===== src/rtl/noc_config_pkg.sv =====
// Shared definitions for the configuration-network target tile.
// Holds field widths, request/response message layouts, the command
// encoding and the register-file size used by the target and its bus.
package noc_config_pkg;

  localparam int ModuleAddressSize        = 11;
  localparam int CommandFieldSize         = 2;
  localparam int RegisterAddressFieldSize = 5;
  localparam int PayloadFieldSize         = 32;
  localparam int NumberOfRegisters        = 16;
  localparam int ErrCntSize               = 8;
  localparam int RequestSize  = CommandFieldSize + RegisterAddressFieldSize + PayloadFieldSize;
  localparam int ResponseSize = ModuleAddressSize + PayloadFieldSize;

  // Field offsets (LSB of each field) inside the flat messages
  localparam int ReqPayloadLsb = 0;
  localparam int ReqAddrLsb    = PayloadFieldSize;
  localparam int ReqCmdLsb     = PayloadFieldSize + RegisterAddressFieldSize;
  localparam int RespDataLsb   = 0;
  localparam int RespSrcLsb    = PayloadFieldSize;

  // Only two encodings are legal; 2'b10 and 2'b11 are rejected
  typedef enum logic [CommandFieldSize-1:0] {
    CMD_WRITE = 2'b00,
    CMD_READ  = 2'b01
  } cmd_e;

  typedef struct packed {
    logic [CommandFieldSize-1:0]         cmd;
    logic [RegisterAddressFieldSize-1:0] addr;
    logic [PayloadFieldSize-1:0]         payload;
  } request_msg_t;

  typedef struct packed {
    logic [ModuleAddressSize-1:0] src;
    logic [PayloadFieldSize-1:0]  data;
  } response_msg_t;

  // One extra bit keeps the compare exact even when the register count
  // equals the full address space
  function automatic logic addr_in_range(logic [RegisterAddressFieldSize-1:0] a);
    return {1'b0, a} < (RegisterAddressFieldSize+1)'(NumberOfRegisters);
  endfunction

endpackage


===== src/rtl/noc_config_filereg_target_if.sv =====
// Request/response handshake between the NI and the config target.
//   master : NI side  (drives requests, consumes responses)
//   slave  : target   (accepts requests, produces responses)
interface noc_config_filereg_target_if;
  import noc_config_pkg::*;

  logic                         req_valid_i;
  logic                         req_ready_o;
  logic [RequestSize-1:0]       req_data_i;
  logic [ModuleAddressSize-1:0] req_src_i;
  logic                         resp_valid_o;
  logic                         resp_ready_i;
  logic [ResponseSize-1:0]      resp_data_o;

  modport master (
    output req_valid_i, req_data_i, req_src_i, resp_ready_i,
    input  req_ready_o, resp_valid_o, resp_data_o
  );

  modport slave (
    input  req_valid_i, req_data_i, req_src_i, resp_ready_i,
    output req_ready_o, resp_valid_o, resp_data_o
  );
endinterface


===== src/rtl/noc_config_regfile.sv =====
// Router configuration register file.
//   addr_i    : shared read/write register address
//   we_i      : write strobe (caller already qualified with addr_ok_o)
//   wdata_i   : write data
//   rdata_o   : combinational read data, zero when addr is out of range
//   addr_ok_o : addr_i < NumberOfRegisters
//   regs_o    : flattened registers, reg i at [i*32 +: 32]
module noc_config_regfile
  import noc_config_pkg::*;
(
  input  logic                                          clk_i,
  input  logic                                          rst_ni,
  input  logic [RegisterAddressFieldSize-1:0]           addr_i,
  input  logic                                          we_i,
  input  logic [PayloadFieldSize-1:0]                   wdata_i,
  output logic [PayloadFieldSize-1:0]                   rdata_o,
  output logic                                          addr_ok_o,
  output logic [NumberOfRegisters*PayloadFieldSize-1:0] regs_o
);
  localparam int IdxW = $clog2(NumberOfRegisters);

  logic [NumberOfRegisters-1:0][PayloadFieldSize-1:0] regs_q;
  logic [IdxW-1:0] idx;

  assign idx       = addr_i[IdxW-1:0];
  assign addr_ok_o = addr_in_range(addr_i);

  always_ff @(posedge clk_i or negedge rst_ni) begin
    if (!rst_ni)                 regs_q      <= '0;
    else if (we_i && addr_ok_o)  regs_q[idx] <= wdata_i;
  end

  assign rdata_o = addr_ok_o ? regs_q[idx] : '0;
  assign regs_o  = regs_q;
endmodule


===== src/rtl/noc_config_filereg_target.sv =====
// Configuration-network target endpoint.
// Accepts single-flit requests from the NI, applies writes to the local
// register file (pulsing cfg_we_o), answers reads with {src, data}, and
// counts illegal requests (bad command or out-of-range address).
//   clk_i, rst_ni : clock, async active-low reset
//   bus           : request/response handshake (slave side)
//   cfg_regs_o    : flattened register file to the router
//   cfg_we_o      : one-cycle pulse per applied write
//   cfg_addr_o    : address of the last applied write
//   err_cnt_o     : saturating illegal-request count
module noc_config_filereg_target
  import noc_config_pkg::*;
(
  input  logic                                          clk_i,
  input  logic                                          rst_ni,
  noc_config_filereg_target_if.slave                    bus,
  output logic [NumberOfRegisters*PayloadFieldSize-1:0] cfg_regs_o,
  output logic                                          cfg_we_o,
  output logic [RegisterAddressFieldSize-1:0]           cfg_addr_o,
  output logic [ErrCntSize-1:0]                         err_cnt_o
);
  typedef enum logic {IDLE, RESP} state_e;

  state_e        state_q, state_d;
  request_msg_t  req;
  response_msg_t resp_q;
  logic [PayloadFieldSize-1:0] rdata;
  logic addr_ok, accept, do_write, do_read, err_hit;
  logic cfg_we_q;
  logic [RegisterAddressFieldSize-1:0] cfg_addr_q;
  logic [ErrCntSize-1:0] err_q;

  assign req = request_msg_t'(bus.req_data_i);

  // Gated by rst_ni so the NI sees no ready while reset is held
  assign bus.req_ready_o  = (state_q == IDLE) && rst_ni;
  assign bus.resp_valid_o = (state_q == RESP);
  assign bus.resp_data_o  = resp_q;

  noc_config_regfile u_regfile (
    .clk_i     (clk_i),
    .rst_ni    (rst_ni),
    .addr_i    (req.addr),
    .we_i      (do_write),
    .wdata_i   (req.payload),
    .rdata_o   (rdata),
    .addr_ok_o (addr_ok),
    .regs_o    (cfg_regs_o)
  );

  always_comb begin
    state_d  = state_q;
    accept   = 1'b0;
    do_write = 1'b0;
    do_read  = 1'b0;
    err_hit  = 1'b0;
    case (state_q)
      IDLE: begin
        accept = bus.req_valid_i;
        if (accept) begin
          if (req.cmd == CMD_WRITE) begin
            do_write = addr_ok;
            err_hit  = !addr_ok;
          end else if (req.cmd == CMD_READ) begin
            // Out-of-range reads still answer (regfile returns zero)
            do_read  = 1'b1;
            err_hit  = !addr_ok;
            state_d  = RESP;
          end else begin
            err_hit  = 1'b1;
          end
        end
      end
      RESP: if (bus.resp_ready_i) state_d = IDLE;
      default: state_d = IDLE;
    endcase
  end

  always_ff @(posedge clk_i or negedge rst_ni) begin
    if (!rst_ni) begin
      state_q    <= IDLE;
      resp_q     <= '0;
      cfg_we_q   <= 1'b0;
      cfg_addr_q <= '0;
      err_q      <= '0;
    end else begin
      state_q  <= state_d;
      cfg_we_q <= do_write;
      if (do_write) cfg_addr_q <= req.addr;
      if (do_read)  resp_q     <= '{src: bus.req_src_i, data: rdata};
      if (err_hit && err_q != '1) err_q <= err_q + 1'b1;
    end
  end

  assign cfg_we_o   = cfg_we_q;
  assign cfg_addr_o = cfg_addr_q;
  assign err_cnt_o  = err_q;
endmodule


===== src/flat_wrapper.sv =====
// flat-port wrapper written by rule: the top's interface ports become plain ports
module noc_config_filereg_target_flat import noc_config_pkg::*;
  (clk_i, rst_ni, cfg_regs_o, cfg_we_o, cfg_addr_o, err_cnt_o, bus_req_valid_i, bus_req_data_i, bus_req_src_i, bus_resp_ready_i, bus_req_ready_o, bus_resp_valid_o, bus_resp_data_o);
  noc_config_filereg_target_if bus_i ();
  input  logic clk_i;
  input  logic rst_ni;
  output logic [NumberOfRegisters*PayloadFieldSize-1:0] cfg_regs_o;
  output logic cfg_we_o;
  output logic [RegisterAddressFieldSize-1:0] cfg_addr_o;
  output logic [ErrCntSize-1:0] err_cnt_o;
  input wire logic [$bits(bus_i.req_valid_i)-1:0] bus_req_valid_i;
  input wire logic [$bits(bus_i.req_data_i)-1:0] bus_req_data_i;
  input wire logic [$bits(bus_i.req_src_i)-1:0] bus_req_src_i;
  input wire logic [$bits(bus_i.resp_ready_i)-1:0] bus_resp_ready_i;
  output wire logic [$bits(bus_i.req_ready_o)-1:0] bus_req_ready_o;
  output wire logic [$bits(bus_i.resp_valid_o)-1:0] bus_resp_valid_o;
  output wire logic [$bits(bus_i.resp_data_o)-1:0] bus_resp_data_o;
  assign bus_i.req_valid_i = bus_req_valid_i;
  assign bus_i.req_data_i = bus_req_data_i;
  assign bus_i.req_src_i = bus_req_src_i;
  assign bus_i.resp_ready_i = bus_resp_ready_i;
  assign bus_req_ready_o = bus_i.req_ready_o;
  assign bus_resp_valid_o = bus_i.resp_valid_o;
  assign bus_resp_data_o = bus_i.resp_data_o;
  noc_config_filereg_target u_core (.clk_i(clk_i), .rst_ni(rst_ni), .bus(bus_i), .cfg_regs_o(cfg_regs_o), .cfg_we_o(cfg_we_o), .cfg_addr_o(cfg_addr_o), .err_cnt_o(err_cnt_o));
endmodule

===== config.mk =====
export PLATFORM = sky130hd
export DESIGN_NAME = noc_config_filereg_target_flat
export DESIGN_NICKNAME = d
export VERILOG_FILES = /design/src/rtl/noc_config_pkg.sv /design/src/rtl/noc_config_filereg_target_if.sv /design/src/rtl/noc_config_regfile.sv /design/src/rtl/noc_config_filereg_target.sv /design/src/flat_wrapper.sv
export SDC_FILE = /design/constraint.sdc
export NUM_CORES = 1
export LEC_CHECK = 0
export ABC_AREA = 1
export ABC_CLOCK_PERIOD_IN_PS = 4700
export BUFFER_PORTS_ARGS = -buffer_cell sky130_fd_sc_hd__buf_2
export CELL_PAD_IN_SITES_DETAIL_PLACEMENT = 1
export CELL_PAD_IN_SITES_GLOBAL_PLACEMENT = 1
export CORE_MARGIN = 5
export CORE_UTILIZATION = 42
export DETAILED_ROUTE_END_ITERATION = 6
export PLACE_DENSITY_LB_ADDON = 0.1
export SLEW_MARGIN = 20
export SYNTH_ARGS = -nofsm -noshare
export SYNTH_HDL_FRONTEND = slang
export SYNTH_HIERARCHICAL = 1
export SYNTH_SLANG_ARGS = --single-unit

===== constraint.sdc =====
create_clock -name clk_i -period 4.7 [get_ports clk_i]
set_input_delay 0.94 -clock clk_i [delete_from_list [all_inputs] [get_ports clk_i]]
set_output_delay 0.94 -clock clk_i [all_outputs]
set_load 0.01 [all_outputs]

==> results of run 1 <==
==> how the worst max path moves through the flow <==
stage	slack, ns	startpoint	depth (start not counted)	end
5_1_grt	1.33	bus_req_data_i[36]	10	u_core/u_regfile/regs_o[445]$_DFFE_PN0P_
2_1_floorplan	2.00	bus_req_data_i[36]	12	u_core/u_regfile/regs_o[40]$_DFFE_PN0P_
6_report	1.48	bus_req_data_i[36]	12	u_core/u_regfile/regs_o[348]$_DFFE_PN0P_
4_1_cts	1.40	bus_req_data_i[36]	10	u_core/u_regfile/regs_o[260]$_DFFE_PN0P_
3_3_place_gp	0.92	bus_req_data_i[36]	10	u_core/u_regfile/regs_o[282]$_DFFE_PN0P_
3_5_place_dp	0.74	bus_req_data_i[36]	10	u_core/u_regfile/regs_o[283]$_DFFE_PN0P_
==> sequential cells by signal, summed over array words and instances (netlist names) <==
register                 count
u_core/u_regfile/regs_o    512
u_core/bus.resp_data_o      43
u_core/err_cnt_o             8
u_core/cfg_addr_o            5
u_core/bus.resp_valid_o      1
u_core/cfg_we_o              1
==> cell families after synthesis <==
| group | Yosys count |
|---|---|
| simple gates | 2055 |
| fa+ha+maj | 1 |
| compound gates | 558 |
| buf+inv | 330 |
| xor+xnor | 3 |
| flops | 570 |
==> routing by layer <==
metal / track usage, % / share of wire [%] / up-vias / wire length (µm)
met5: 0 / 0 / - / 0
met4: 12.09 / 4.2 / 0 / 4626
met3: 7.184 / 6.5 / 204 / 7193
met2: 56.93 / 51 / 770 / 56580
met1: 37.21 / 38 / 12830 / 42150
li1: - / - / 11930 / -
==> through the flow <==
step | util (%) | worst slack [ns] | cell area [µm²] | hold slack [ns] | total power [µW]
global route | 52.01 | 1.328 | 32150 | 0.2805 | 12480
detailed placement | 48.33 | 0.7391 | 29880 | 0.4700 | 6776
global placement | 48.33 | 0.9220 | 29880 | 0.4668 | 6741
finish | 52.01 | 1.479 | 32150 | 0.2591 | 12030
floorplan | - | 1.998 | 26280 | 0.5154 | 6041
CTS | 51.99 | 1.398 | 32140 | 0.2587 | 12130
==> critical path: cells and delay by family <==
family	cells	cell delay, ns
and+or+nand+nor	6	1.52
AOI/OAI and AO/OA	1	0.08
buffers and inverters	5	1.10
==> cell usage after synthesis, drive strengths merged <==
cell	n
nand2	1968
dfrtp	570
o21ai	558
clkbuf	180
inv	92
nor2	77
buf	58
nand3	4
nor3	4
xnor2	3
nand4	2
ha	1
==> power by group through the flow <==
stage | clock network, µW | logic [µW] | registers [µW]
2_1_floorplan | 0 | 522 | 5520
3_3_place_gp | 0 | 1300 | 5440
3_5_place_dp | 0 | 1330 | 5440
4_1_cts | 5430 | 1340 | 5360
5_1_grt | 5640 | 1450 | 5400
6_report | 5340 | 1320 | 5360
==> area by class of cell <==
cell class                      count  area (µm²)
Timing Repair Buffer              653        3480
Multi-Input combinational cell   2617       10740
Clock buffer                      110        2143
Tap cell                          837        1047
Inverter                           92       360.3
Fill cell                        7919       29670
Clock inverter                     12       117.6
Sequential cell                   570       14260
==> results_dict.tcl, run 1 <==
set metrics [dict create \
    status "complete, no violations" \
    p_int_uw 8718 \
    worstPathArrival_ns 3.67 \
    clk_pin_slew_ns 0.06 \
    core_area_um2 61830 \
    rows 91 \
    rsz0062_at_grt "no" \
    clkSinkCount 570 \
    ys_ff_latch 570 \
    startpoint_type "input port" \
    crit_path_end_kind "register" \
    yosysTopAreaCell "dfrtp_1" \
    drt-initial-drc-count 1734 \
    netSwitchingFraction_pct 27.54 \
    p_leak_uw 0.01819 \
    fin_crit_ns 3.221 \
    post_drt_via_cell_ratio 5.261 \
    num_antenna_cells 0 \
    syn_inst 3517 \
    gr-total-overflow 0 \
    pwr-share-comb_pct 11.0 \
    layout.cells.non_filler 4891 \
    grt_pass1_wl_um 165200 \
    tns_ns 0 \
    slew_headroom_pct 36.01 \
    slowest_stage "nand2_2" \
    synth_top_family_by_area "simple AND/OR/NAND/NOR gates" \
    yosysWarnings 6 \
    path_max_fanout 34 \
    fp.dieH_um 260.1 \
    pwr-share-seq_pct 44.6 \
    first_global_vias 26240 \
    grt_usage_pct 31.78 \
    worstSkewPairLatency_ns 0.60 \
    ys_types 24 \
    synthSimpleGateAreaFrac_pct 29.84 \
    fp.dieW_um 260.1 \
    dieArea_um2 67670 \
    reg2reg_depth 11 \
    hold_path_class "in -> async" \
    critPathMaxStageDelay_ns 0.49 \
    p_clk_share_pct 44.4 \
    netlist_area_um2 26280 \
    start_util_pct 42.50 \
    remaining_drc_errors 0 \
    powerDensity_nw_per_um2 374.2 \
    finalSetupViolCount 0 \
    max-cap-violations 0 \
    timing.rr.start "u_core/bus.resp_valid_o$_DFF_PN0_" \
    finClkSkew_ns 0.01854 \
    syn-mean-instance-area_um2 7.472 \
    areaGrowthSynthToFinish_pct 22.36 \
    fin_nets 4057 \
    seq_area_frac_synth_pct 54.28 \
    dpl.cell_count 4769 \
    timing.rr.end "u_core/u_regfile/regs_o[348]$_DFFE_PN0P_" \
    final_cell_mix "1949 x nand2_1, 621 x buf_2, 570 x dfrtp_1, 387 x o21ai_0, 167 x o21ai_1" \
    io_buffers 624 \
    syn-num-nets 3572 \
    reg2reg_slack_ns 1.95 \
    crit_path_frequent_cell "nand2_2" \
    post-dp-hpwl_um 76610 \
    via_count 25730 \
    firstDrtPassIters 5 \
    grt_max_degree 156 \
    synth_top_cells_by_area "dfrtp_1 54%, nand2_1 28%, o21ai_0 7.4%" \
    synth_top_cell_area_share_pct 54.28 \
    crit_chain "buf_2 > inv_1 > inv_1 > nor2_1 > nand2_2 > inv_2 > nand2_2 > nor3_4 > nand2_2 > buf_4 > nand2_1 > o21ai_0" \
    synth_compound_area_share_pct 10.68 \
    synth-xor-area-share_pct 0.09999 \
    cts_resized 0 \
    clockRootBuffer "clkbuf_16" \
    place_congestion 0.8579 \
    htree_levels 3 \
    critPathKind "in -> reg" \
    vdd_ir_drop_max_v 0.0002314 \
    drive_gt1_share_pct 19.63 \
    fmax_mhz 310.4 \
    cts_tree "done" \
    cts_made_buffers 68 \
    wl_per_cell_um 22.60 \
    drv_slew 0 \
    tightest_slew_ns 0.9598 \
    cp.required_ns 5.15 \
    routed_wl_um 110500 \
    clockBufferDepth 3 \
    post-cts-setup-buffers 0 \
    antenna_violating_nets_post_route 0 \
    antenna_found_initial 0 \
    p_sw_uw 3314 \
    hold_viol 0 \
    io_pins 625 \
    synthAdderAreaFrac_pct 0.04761 \
    ctsHoldBuffers 0 \
    post-route-period-util_pct 68.54 \
    final_common_cell "nand2_1" \
    synth_mux_area_share_pct 0 \
]
No activity file was read; power rests on OpenSTA's default activity.
==> run 2: changes to the inputs <==
ABC_CLOCK_PERIOD_IN_PS = 2800   (was 4700)
CORE_UTILIZATION = 35   (was 42)
clock period = 2.8 ns   (was 4.7 ns; I/O delays follow)
==> results_dict.tcl, run 2 (synthesized netlist as in run 1, its figures left out) <==
set metrics [dict create \
    finClkSkew_ns 0.01867 \
    core_area_um2 74450 \
    grt_max_degree 150 \
    io_buffers 624 \
    post-dp-hpwl_um 80790 \
    place_congestion 0.8454 \
    fin_crit_ns 2.447 \
    utilization_pct 43.78 \
    worstPathArrival_ns 2.93 \
    remaining_drc_errors 0 \
    drt-initial-drc-count 1318 \
    fin_nets 4086 \
    clockRootBuffer "clkbuf_16" \
    crit_path_end_kind "register" \
    firstDrtPassIters 5 \
    cp.required_ns 3.28 \
    finalSetupViolCount 0 \
    grt_usage_pct 27.40 \
    clkSinkCount 570 \
    antenna_found_initial 0 \
    slew_headroom_pct 37.87 \
    path_max_fanout 64 \
    hold_viol 0 \
    final_cell_mix "1949 x nand2_1, 621 x buf_2, 570 x dfrtp_1, 387 x o21ai_0, 167 x o21ai_1" \
    drive_gt1_share_pct 19.86 \
    via_count 25350 \
    post-cts-setup-buffers 0 \
    max-cap-violations 0 \
    rsz0062_at_grt "no" \
    p_leak_uw 0.01830 \
    gr-total-overflow 0 \
    fp.dieH_um 284.0 \
    tightest_slew_ns 0.9319 \
    post_drt_via_cell_ratio 5.027 \
    start_util_pct 35.30 \
    areaGrowthSynthToFinish_pct 24.03 \
    clk_pin_slew_ns 0.05 \
    first_global_vias 26050 \
    worstSkewPairLatency_ns 0.60 \
    grt_pass1_wl_um 169900 \
    vdd_ir_drop_max_v 0.0003851 \
    routed_wl_um 113600 \
    fp.dieW_um 284.0 \
    hold_path_class "in -> reg" \
    tns_ns 0 \
    wl_per_cell_um 22.53 \
    startpoint_type "register" \
    htree_levels 3 \
    io_pins 625 \
    critPathKind "reg -> reg" \
    clockBufferDepth 3 \
    fmax_mhz 408.7 \
    power_uw 20090 \
    drv_slew 0 \
    holdWs_ns 0.1494 \
    num_antenna_cells 0 \
    dieArea_um2 80660 \
    final_common_cell "nand2_1" \
    antenna_violating_nets_post_route 0 \
    powerDensity_nw_per_um2 616.3 \
    cts_tree "done" \
    post-route-period-util_pct 87.39 \
    largest_register_ffs 512 \
    cts_made_buffers 69 \
    rows 100 \
    status "complete, no violations" \
]
[run 2: cell count changes in the layout (fill, tap and decap cells not counted), sizes merged]
| cell | before | now |
|---|---|---|
| bufinv | 1 | 2 |
| clkbuf | 110 | 107 |
| dlygate4sd3 | 0 | 1 |
| buf | 653 | 680 |
| clkinv | 8 | 3 |
| inv | 94 | 92 |
[run 2: path summary, 6_finish.rpt]
check / startpoint / end / slack (ns) / cells after the start
max: u_core/bus.resp_valid_o$_DFF_PN0_ / u_core/u_regfile/regs_o[312]$_DFFE_PN0P_ / 0.35 / 10
min: bus_resp_ready_i / u_core/bus.resp_valid_o$_DFF_PN0_ / 0.15 / 2
max reg2reg: u_core/bus.resp_valid_o$_DFF_PN0_ / u_core/u_regfile/regs_o[312]$_DFFE_PN0P_ / 0.35 / 10
min reg2reg: u_core/cfg_addr_o[1]$_DFFE_PN0P_ / u_core/cfg_addr_o[1]$_DFFE_PN0P_ / 0.48 / 2
max in group asynchronous: rst_ni / u_core/u_regfile/regs_o[181]$_DFFE_PN0P_ / 1.18 / 3
min in group asynchronous: rst_ni / u_core/u_regfile/regs_o[392]$_DFFE_PN0P_ / 0.41 / 2
[run 2: repair_timing]
action	CTS	global route
hold endpoints to repair	9	0
hold buffers	1	0
gates resized for setup	0	0
[run 2: metrics by stage]
step | std cells | setup WS [ns] | cell area [µm²]
after CTS | 5042 | 0.3682 | 32590
after floorplan | 3517 | 0.4782 | 26280
final | 5042 | 0.3531 | 32590
after detailed placement | 4928 | 0.04861 | 30430
after global placement | 4928 | 0.1796 | 30430
after global routing | 5042 | 0.2310 | 32590
[run 2: critical path, stage by stage, from the launching register on]
cell	delay [ns]
dfrtp_1	0.40
inv_2	0.09
nand2_1	0.10
nor2_1	0.13
nand2_2	0.12
inv_2	0.15
nand2_2	0.16
nor3_4	0.13
buf_4	0.20
nand2_4	0.40
o21ai_0	0.40
[run 2: final cells by class]
class	count	area (µm²)
multi-input combinational	2617	10730
inverter	92	360.3
fill	9316	41850
timing repair buffer	681	3867
clock buffer	107	2074
tap	969	1212
clock inverter	6	82.58
sequential	570	14260
[run 2: routing by layer]
| layer | global-route usage, % | part of all wire, % | vias to the layer above |
|---|---|---|---|
| met1 | 31.73 | 39 | 12600 |
| met4 | 9.459 | 3.9 | 0 |
| li1 | - | - | 11960 |
| met2 | 49.51 | 51 | 611 |
| met3 | 6.707 | 6.0 | 182 |
| met5 | 0 | 0 | - |
[run 2: report_power, final]
group | internal [µW] | leakage [µW] | switching (µW)
Combinational | 704 | 0.00939 | 1550
Sequential | 8640 | 0.00786 | 379
Clock | 5240 | 0.00105 | 3580
